**src/rtl/phys_reg_free_list_pkg.sv**
```systemverilog
// Shared physical-register constants and tag type for the rename/allocator slice.
package phys_reg_free_list_pkg;

    localparam int unsigned NUM_PHYS_REGS = 64;
    localparam int unsigned NUM_ARCH_REGS = 32;
    localparam int unsigned PHYS_TAG_W    = $clog2(NUM_PHYS_REGS);
    localparam int unsigned FL_DEPTH      = NUM_PHYS_REGS - NUM_ARCH_REGS;

    typedef logic [PHYS_TAG_W-1:0] phys_tag_t;

endpackage

```
**src/rtl/phys_reg_free_list_if.sv**
```systemverilog
// Rename/commit/write-back handshake bundle for the physical-register free list.
interface phys_reg_free_list_if
    import phys_reg_free_list_pkg::*;
#(
    parameter int unsigned PHYS_REGS = NUM_PHYS_REGS,
    parameter int unsigned TAG_W     = PHYS_TAG_W
);

    logic                 alloc_req;
    logic                 alloc_valid;
    logic [TAG_W-1:0]     alloc_tag;
    logic                 free_req;
    logic [TAG_W-1:0]     free_tag;
    logic                 wb_valid;
    logic [TAG_W-1:0]     wb_tag;
    logic [PHYS_REGS-1:0] busy_bits;
    logic [TAG_W:0]       free_count;
    logic                 overflow_err;

    // Pipeline side: rename, commit and write-back
    modport master (
        output alloc_req, free_req, free_tag, wb_valid, wb_tag,
        input  alloc_valid, alloc_tag, busy_bits, free_count, overflow_err
    );

    // Allocator side
    modport slave (
        input  alloc_req, free_req, free_tag, wb_valid, wb_tag,
        output alloc_valid, alloc_tag, busy_bits, free_count, overflow_err
    );

endinterface

```
**src/rtl/phys_reg_free_list_tag_fifo.sv**
```systemverilog
// phys_tag_fifo: circular tag store with head/tail/count; resets holding BASE..BASE+DEPTH-1.
module phys_tag_fifo #(
    parameter int unsigned DEPTH = 32,
    parameter int unsigned TAG_W = 6,
    parameter int unsigned BASE  = 32
) (
    input  logic                       clk,
    input  logic                       rst,
    input  logic                       push,
    input  logic [TAG_W-1:0]           push_data,
    input  logic                       pop,
    output logic [TAG_W-1:0]           head_data,
    output logic                       full,
    output logic                       empty,
    output logic [$clog2(DEPTH):0]     count
);

    localparam int unsigned PTR_W = $clog2(DEPTH);
    localparam int unsigned CNT_W = PTR_W + 1;

    logic [TAG_W-1:0] mem [DEPTH];
    logic [PTR_W-1:0] head;
    logic [PTR_W-1:0] tail;
    logic             push_fire_c;
    logic             pop_fire_c;

    assign empty       = (count == '0);
    assign full        = (count == CNT_W'(DEPTH));
    assign push_fire_c = push && !full;
    assign pop_fire_c  = pop && !empty;
    assign head_data   = mem[head];

    // Storage and pointers; pointers wrap naturally at DEPTH
    always_ff @(posedge clk or posedge rst) begin
        if (rst) begin
            for (int i = 0; i < int'(DEPTH); i++) begin
                mem[i] <= TAG_W'(BASE + i);
            end
            head  <= '0;
            tail  <= '0;
            count <= CNT_W'(DEPTH);
        end else begin
            if (push_fire_c) begin
                mem[tail] <= push_data;
                tail      <= tail + PTR_W'(1);
            end
            if (pop_fire_c) begin
                head <= head + PTR_W'(1);
            end
            case ({push_fire_c, pop_fire_c})
                2'b10:   count <= count + CNT_W'(1);
                2'b01:   count <= count - CNT_W'(1);
                default: count <= count;
            endcase
        end
    end

endmodule

```
**src/rtl/phys_reg_free_list.sv**
```systemverilog
// Physical-register allocator: free list, $zero filter, sticky overflow and busy scoreboard.
// Busy-bit scoreboard is built only when PHYS_BUSY_TRACK_EN is defined.
module phys_reg_free_list
    import phys_reg_free_list_pkg::*;
#(
    parameter int unsigned PHYS_REGS = NUM_PHYS_REGS,
    parameter int unsigned ARCH_REGS = NUM_ARCH_REGS,
    parameter int unsigned TAG_W     = $clog2(PHYS_REGS)
) (
    input  logic               clk,
    input  logic               rst,
    phys_reg_free_list_if.slave fl
);

    localparam int unsigned DEPTH = PHYS_REGS - ARCH_REGS;
    localparam int unsigned CNT_W = $clog2(DEPTH) + 1;
    localparam int unsigned FC_W  = TAG_W + 1;

    logic [TAG_W-1:0] head_tag;
    logic             full;
    logic             empty;
    logic [CNT_W-1:0] count;
    logic             alloc_fire_c;
    logic             release_c;
    logic             overflow_q;

    // Tag 0 is the permanent $zero mapping and must never be recycled
    assign release_c    = fl.free_req && (fl.free_tag != '0);
    assign alloc_fire_c = fl.alloc_req && !empty;

    phys_tag_fifo #(
        .DEPTH (DEPTH),
        .TAG_W (TAG_W),
        .BASE  (ARCH_REGS)
    ) u_fifo (
        .clk       (clk),
        .rst       (rst),
        .push      (release_c),
        .push_data (fl.free_tag),
        .pop       (fl.alloc_req),
        .head_data (head_tag),
        .full      (full),
        .empty     (empty),
        .count     (count)
    );

    assign fl.alloc_valid  = !empty;
    assign fl.alloc_tag    = head_tag;
    assign fl.free_count   = FC_W'(count);
    assign fl.overflow_err = overflow_q;

    // Sticky release-while-full indicator
    always_ff @(posedge clk or posedge rst) begin
        if (rst) begin
            overflow_q <= 1'b0;
        end else if (release_c && full) begin
            overflow_q <= 1'b1;
        end
    end

`ifdef PHYS_BUSY_TRACK_EN
    logic [PHYS_REGS-1:0] busy_q;
    logic [PHYS_REGS-1:0] busy_next_c;

    // Set from a new allocation overrides a same-cycle write-back clear
    always_comb begin
        busy_next_c = busy_q;
        if (fl.wb_valid) begin
            busy_next_c[fl.wb_tag] = 1'b0;
        end
        if (alloc_fire_c) begin
            busy_next_c[head_tag] = 1'b1;
        end
        busy_next_c[0] = 1'b0;
    end

    always_ff @(posedge clk or posedge rst) begin
        if (rst) begin
            busy_q <= '0;
        end else begin
            busy_q <= busy_next_c;
        end
    end

    assign fl.busy_bits = busy_q;
`else
    logic unused_wb_c;

    assign unused_wb_c  = ^{fl.wb_valid, fl.wb_tag, alloc_fire_c};
    assign fl.busy_bits = '0;
`endif

endmodule

```
**src/flat_wrapper.sv**
```systemverilog
// flat-port wrapper written by rule: the top's interface ports become plain ports
module phys_reg_free_list_flat import phys_reg_free_list_pkg::*;
#(
    parameter int unsigned PHYS_REGS = NUM_PHYS_REGS,
    parameter int unsigned ARCH_REGS = NUM_ARCH_REGS,
    parameter int unsigned TAG_W     = $clog2(PHYS_REGS)
)
  (clk, rst, fl_alloc_req, fl_free_req, fl_free_tag, fl_wb_valid, fl_wb_tag, fl_alloc_valid, fl_alloc_tag, fl_busy_bits, fl_free_count, fl_overflow_err);
  phys_reg_free_list_if #(.PHYS_REGS(PHYS_REGS), .TAG_W(TAG_W)) fl_i ();
  input  logic clk;
  input  logic rst;
  input wire logic [$bits(fl_i.alloc_req)-1:0] fl_alloc_req;
  input wire logic [$bits(fl_i.free_req)-1:0] fl_free_req;
  input wire logic [$bits(fl_i.free_tag)-1:0] fl_free_tag;
  input wire logic [$bits(fl_i.wb_valid)-1:0] fl_wb_valid;
  input wire logic [$bits(fl_i.wb_tag)-1:0] fl_wb_tag;
  output wire logic [$bits(fl_i.alloc_valid)-1:0] fl_alloc_valid;
  output wire logic [$bits(fl_i.alloc_tag)-1:0] fl_alloc_tag;
  output wire logic [$bits(fl_i.busy_bits)-1:0] fl_busy_bits;
  output wire logic [$bits(fl_i.free_count)-1:0] fl_free_count;
  output wire logic [$bits(fl_i.overflow_err)-1:0] fl_overflow_err;
  assign fl_i.alloc_req = fl_alloc_req;
  assign fl_i.free_req = fl_free_req;
  assign fl_i.free_tag = fl_free_tag;
  assign fl_i.wb_valid = fl_wb_valid;
  assign fl_i.wb_tag = fl_wb_tag;
  assign fl_alloc_valid = fl_i.alloc_valid;
  assign fl_alloc_tag = fl_i.alloc_tag;
  assign fl_busy_bits = fl_i.busy_bits;
  assign fl_free_count = fl_i.free_count;
  assign fl_overflow_err = fl_i.overflow_err;
  phys_reg_free_list #(.PHYS_REGS(PHYS_REGS), .ARCH_REGS(ARCH_REGS), .TAG_W(TAG_W)) u_core (.clk(clk), .rst(rst), .fl(fl_i));
endmodule
```
**config.mk**
```make
export PLATFORM = sky130hd
export DESIGN_NAME = phys_reg_free_list_flat
export DESIGN_NICKNAME = d
export VERILOG_FILES = /design/src/rtl/phys_reg_free_list_pkg.sv /design/src/rtl/phys_reg_free_list_if.sv /design/src/rtl/phys_reg_free_list_tag_fifo.sv /design/src/rtl/phys_reg_free_list.sv /design/src/flat_wrapper.sv
export SDC_FILE = /design/constraint.sdc
export NUM_CORES = 1
export LEC_CHECK = 0
export BUFFER_PORTS_ARGS = -buffer_cell sky130_fd_sc_hd__buf_2
export CORE_UTILIZATION = 55
export CTS_CLUSTER_DIAMETER = 50
export DETAILED_ROUTE_END_ITERATION = 10
export GPL_ROUTABILITY_DRIVEN = 0
export PLACE_DENSITY_LB_ADDON = 0.08
export SYNTH_ARGS = -nofsm -noshare
export SYNTH_HDL_FRONTEND = slang
export SYNTH_HIERARCHICAL = 1
export SYNTH_SLANG_ARGS = --single-unit
export TNS_END_PERCENT = 20
```
**constraint.sdc**
```tcl
create_clock -name clk -period 18.6 [get_ports clk]
set_input_delay 1.86 -clock clk [delete_from_list [all_inputs] [get_ports clk]]
set_output_delay 1.86 -clock clk [all_outputs]
set_load 0.02 [all_outputs]
```
==> out/metrics.yaml <==
critPathMaxFanout: 31
synth_seq_cells: 209
holdWs_ns: 0.502
max_slew_margin_pct: 26.3
synth_area_per_cell_sq_um: 13.9
dieArea_sq_um: 20200
worst_ep_required_time_ns: 16.74
clockBufferDepth: 3
grt_usage_pct: 23.5
cts_max_level: 1
clock-root-buffer: "clkbuf_16"
tritoncts: "built"
reg2reg_setup_slack_ns: 15.09
fin_skew_ns: 0.0221
drc: 0
cts.sinks: 209
drt_first_pass_iters: 7
critPathKind: "reg2out"
p_per_area_nw_per_um2: 176
seq_area_frac_synth_pct: 49.7
synth_top_family_by_area: "multiplexers"
cp-start-kind: "flop"
clock_latency_ns: 0.53
layout_common_cells: "mux2_2 (153), dfstp_2 (113), dfrtp_1 (94)"
hold_viol: 0
fp.dieH_um: 142
synth-xor-area-share_pct: 0.972
wl_um: 22500
cts_resized: 0
post_cts_buffers: 0
final_common_cell: "mux2_2"
yosys_warnings: 6
power_frac_clock_pct: 23.7
switching_share_pct: 34.0
async_reset_ff_share_pct: 100
vdd_ir_drop_max_mv: 0.127
period_minus_slack_ns: 5.34
maxCapViolations: 0
grt_overflow: 0
clk_pin_slew_ns: 0.06
rsz0062_at_grt: "false"
p_sw_mw: 0.699
place_area_sq_um: 10800
internal-power_mw: 1.36
max_slew.worst_pin.slew_ns: 1.10
fin_nets: 814
seqPwrFrac_pct: 41.2
hold_class: "reg2reg"
multi_input_area_sq_um: 4970
grt_max_degree: 132
p_leak_nw: 5.15
hpwlAfterDp_um: 14300
register_area_sq_um: 5380
ios: 96
slowest_delay_ns: 1.04
antenna_cells: 0
path_cells: "nor2b_1, a22oi_1, nand3_1, nand3_1, buf_2"
cts_hold_repair.buffers: 0
end_kind: "output pin"
synth-compound-area-share_pct: 4.43
max_freq_ghz: 0.187
rows: 50
synth-edff-count: 0
core_region_area_sq_um: 19000
wire_per_inst_um: 21.1
drive_above_1_share_pct: 52.9
num_vias: 6039
placedCellCount: 1018
grt_pass1_wl_um: 36200
fin_util_pct: 61.5
synthesis.instances: 778
grt_pass1_vias: 6372
fin_area_sq_um: 11700
fin_crit_sh_pct: 28.7
start_util_pct: 56.9
setup_tns_ns: 0
port_buffers: 23
fill_cells: 1488
antenna_found_initial: 0
slew_violations: 0
area_delta_synth_final_pct: 8.13
cp_slowest_cell: "dfrtp_2"
synth_simple_gate_area_share_pct: 5.73
fp.dieW_um: 142
drt_iter0_drc: 357
status: "finished clean"
synth.cell_area_sq_um: 10800
via_per_inst: 5.67
cts_buffers: 26
ant_nets: 0
final_cells: 1066
power_frac_comb_pct: 35.1
setup_viol: 0
synth_mux_area_share_pct: 31.2
crit_top_cell: "nand3_1"
cp.arrival_ns: 3.48
synth_fa_ha_area_share_pct: 1.34
netlist-cell-type-count: 51
yosys_most_used_dff: "dfstp_2"
==> metal layers <==
layer  wire length (um)  part of all wire, %  up-vias  global-route usage (%)
met2              10600                   47      184                    37.4
met1              10100                   45     3120                    33.2
li1                   -                    -     2697                       -
met3               1140                  5.1       38                    3.53
met4                623                  2.8        0                    7.24
met5                  0                    0        -                       0
==> state kept, by name, summed over array words and instances (netlist names) <==
name	cells
u_core/u_fifo/mem	192
u_core/u_fifo/count	6
u_core/u_fifo/head	5
u_core/u_fifo/tail	5
u_core/fl.overflow_err	1
==> power by group through the flow <==
stage / Combinational, mW / Sequential, mW / Clock, mW
6_report: 0.721 / 0.847 / 0.487
5_1_grt: 0.773 / 0.877 / 0.518
4_1_cts: 0.722 / 0.848 / 0.500
3_5_place_dp: 0.719 / 0.855 / 0
3_3_place_gp: 0.701 / 0.840 / 0
2_1_floorplan: 0.616 / 0.781 / 0
==> worst max-delay path: cells and delay by family, from the launching register on <==
family	cells	cell delay [ns]
AO/OA/AOI/OAI	1	0.37
buffers and inverters	1	0.20
flip-flops	1	1.04
AND/OR/NAND/NOR	3	1.32
==> final timing paths <==
check / startpoint / endpoint / depth (start not counted)
setup / recovery: u_core/u_fifo/head[0]$_DFFE_PP0P_ / fl_alloc_tag[5] / 5
hold / removal: u_core/u_fifo/mem[163]$_DFFE_PP0P_ / u_core/u_fifo/mem[163]$_DFFE_PP0P_ / 1
setup reg to reg: u_core/u_fifo/count[4]$_DFFE_PP0P_ / u_core/u_fifo/count[5]$_DFFE_PP1P_ / 8
hold reg to reg: u_core/u_fifo/mem[163]$_DFFE_PP0P_ / u_core/u_fifo/mem[163]$_DFFE_PP0P_ / 1
max in group asynchronous: rst / u_core/u_fifo/mem[75]$_DFFE_PP0P_ / 3
min in group asynchronous: rst / u_core/fl.overflow_err$_DFFE_PP0P_ / 2
==> cell families (layout without fill, tap and decap cells) <==
| kind of cell | after synthesis | after routing |
|---|---|---|
| compound gates | 58 | 58 |
| xor+xnor | 12 | 12 |
| fa+ha+maj | 11 | 11 |
| buf+inv | 117 | 81 |
| flops | 209 | 209 |
| mux | 267 | 267 |
| other cells | 1 | 65 |
| simple gates | 103 | 103 |
==> layout make-up <==
type / instances / share of cell area (%)
clock buffers: 35 / 6.28
clock inverters: 13 / 1.04
inverters: 7 / 0.289
multi-input cells: 516 / 42.5
flip-flops and latches: 209 / 46.0
well taps: 260 / 2.78
repair buffers: 26 / 1.18
==> through the flow <==
| step | setup slack, ns | power [mW] |
|---|---|---|
| floorplan | 11.25 | 1.40 |
| global placement | 13.14 | 1.54 |
| global route | 12.97 | 2.17 |
| CTS | 13.25 | 2.07 |
| detailed placement | 13.02 | 1.57 |
| finish | 13.26 | 2.06 |
==> cell usage after synthesis, types with 10 or more instances <==
| cell type | number | area [sq um] |
|---|---|---|
| clkbuf_1 | 28 | 105 |
| ha_1 | 10 | 125 |
| mux2_4 | 42 | 631 |
| a22oi_1 | 12 | 90.1 |
| dfstp_2 | 113 | 2970 |
| mux2_2 | 153 | 1720 |
| nand2_1 | 20 | 75.1 |
| mux4_2 | 24 | 541 |
| nor2_1 | 30 | 113 |
| buf_4 | 65 | 488 |
| a21oi_1 | 17 | 85.1 |
| mux2i_1 | 48 | 480 |
| dfrtp_1 | 96 | 2400 |
| nand3_1 | 21 | 105 |
No activity file was read; power rests on OpenSTA's default activity.
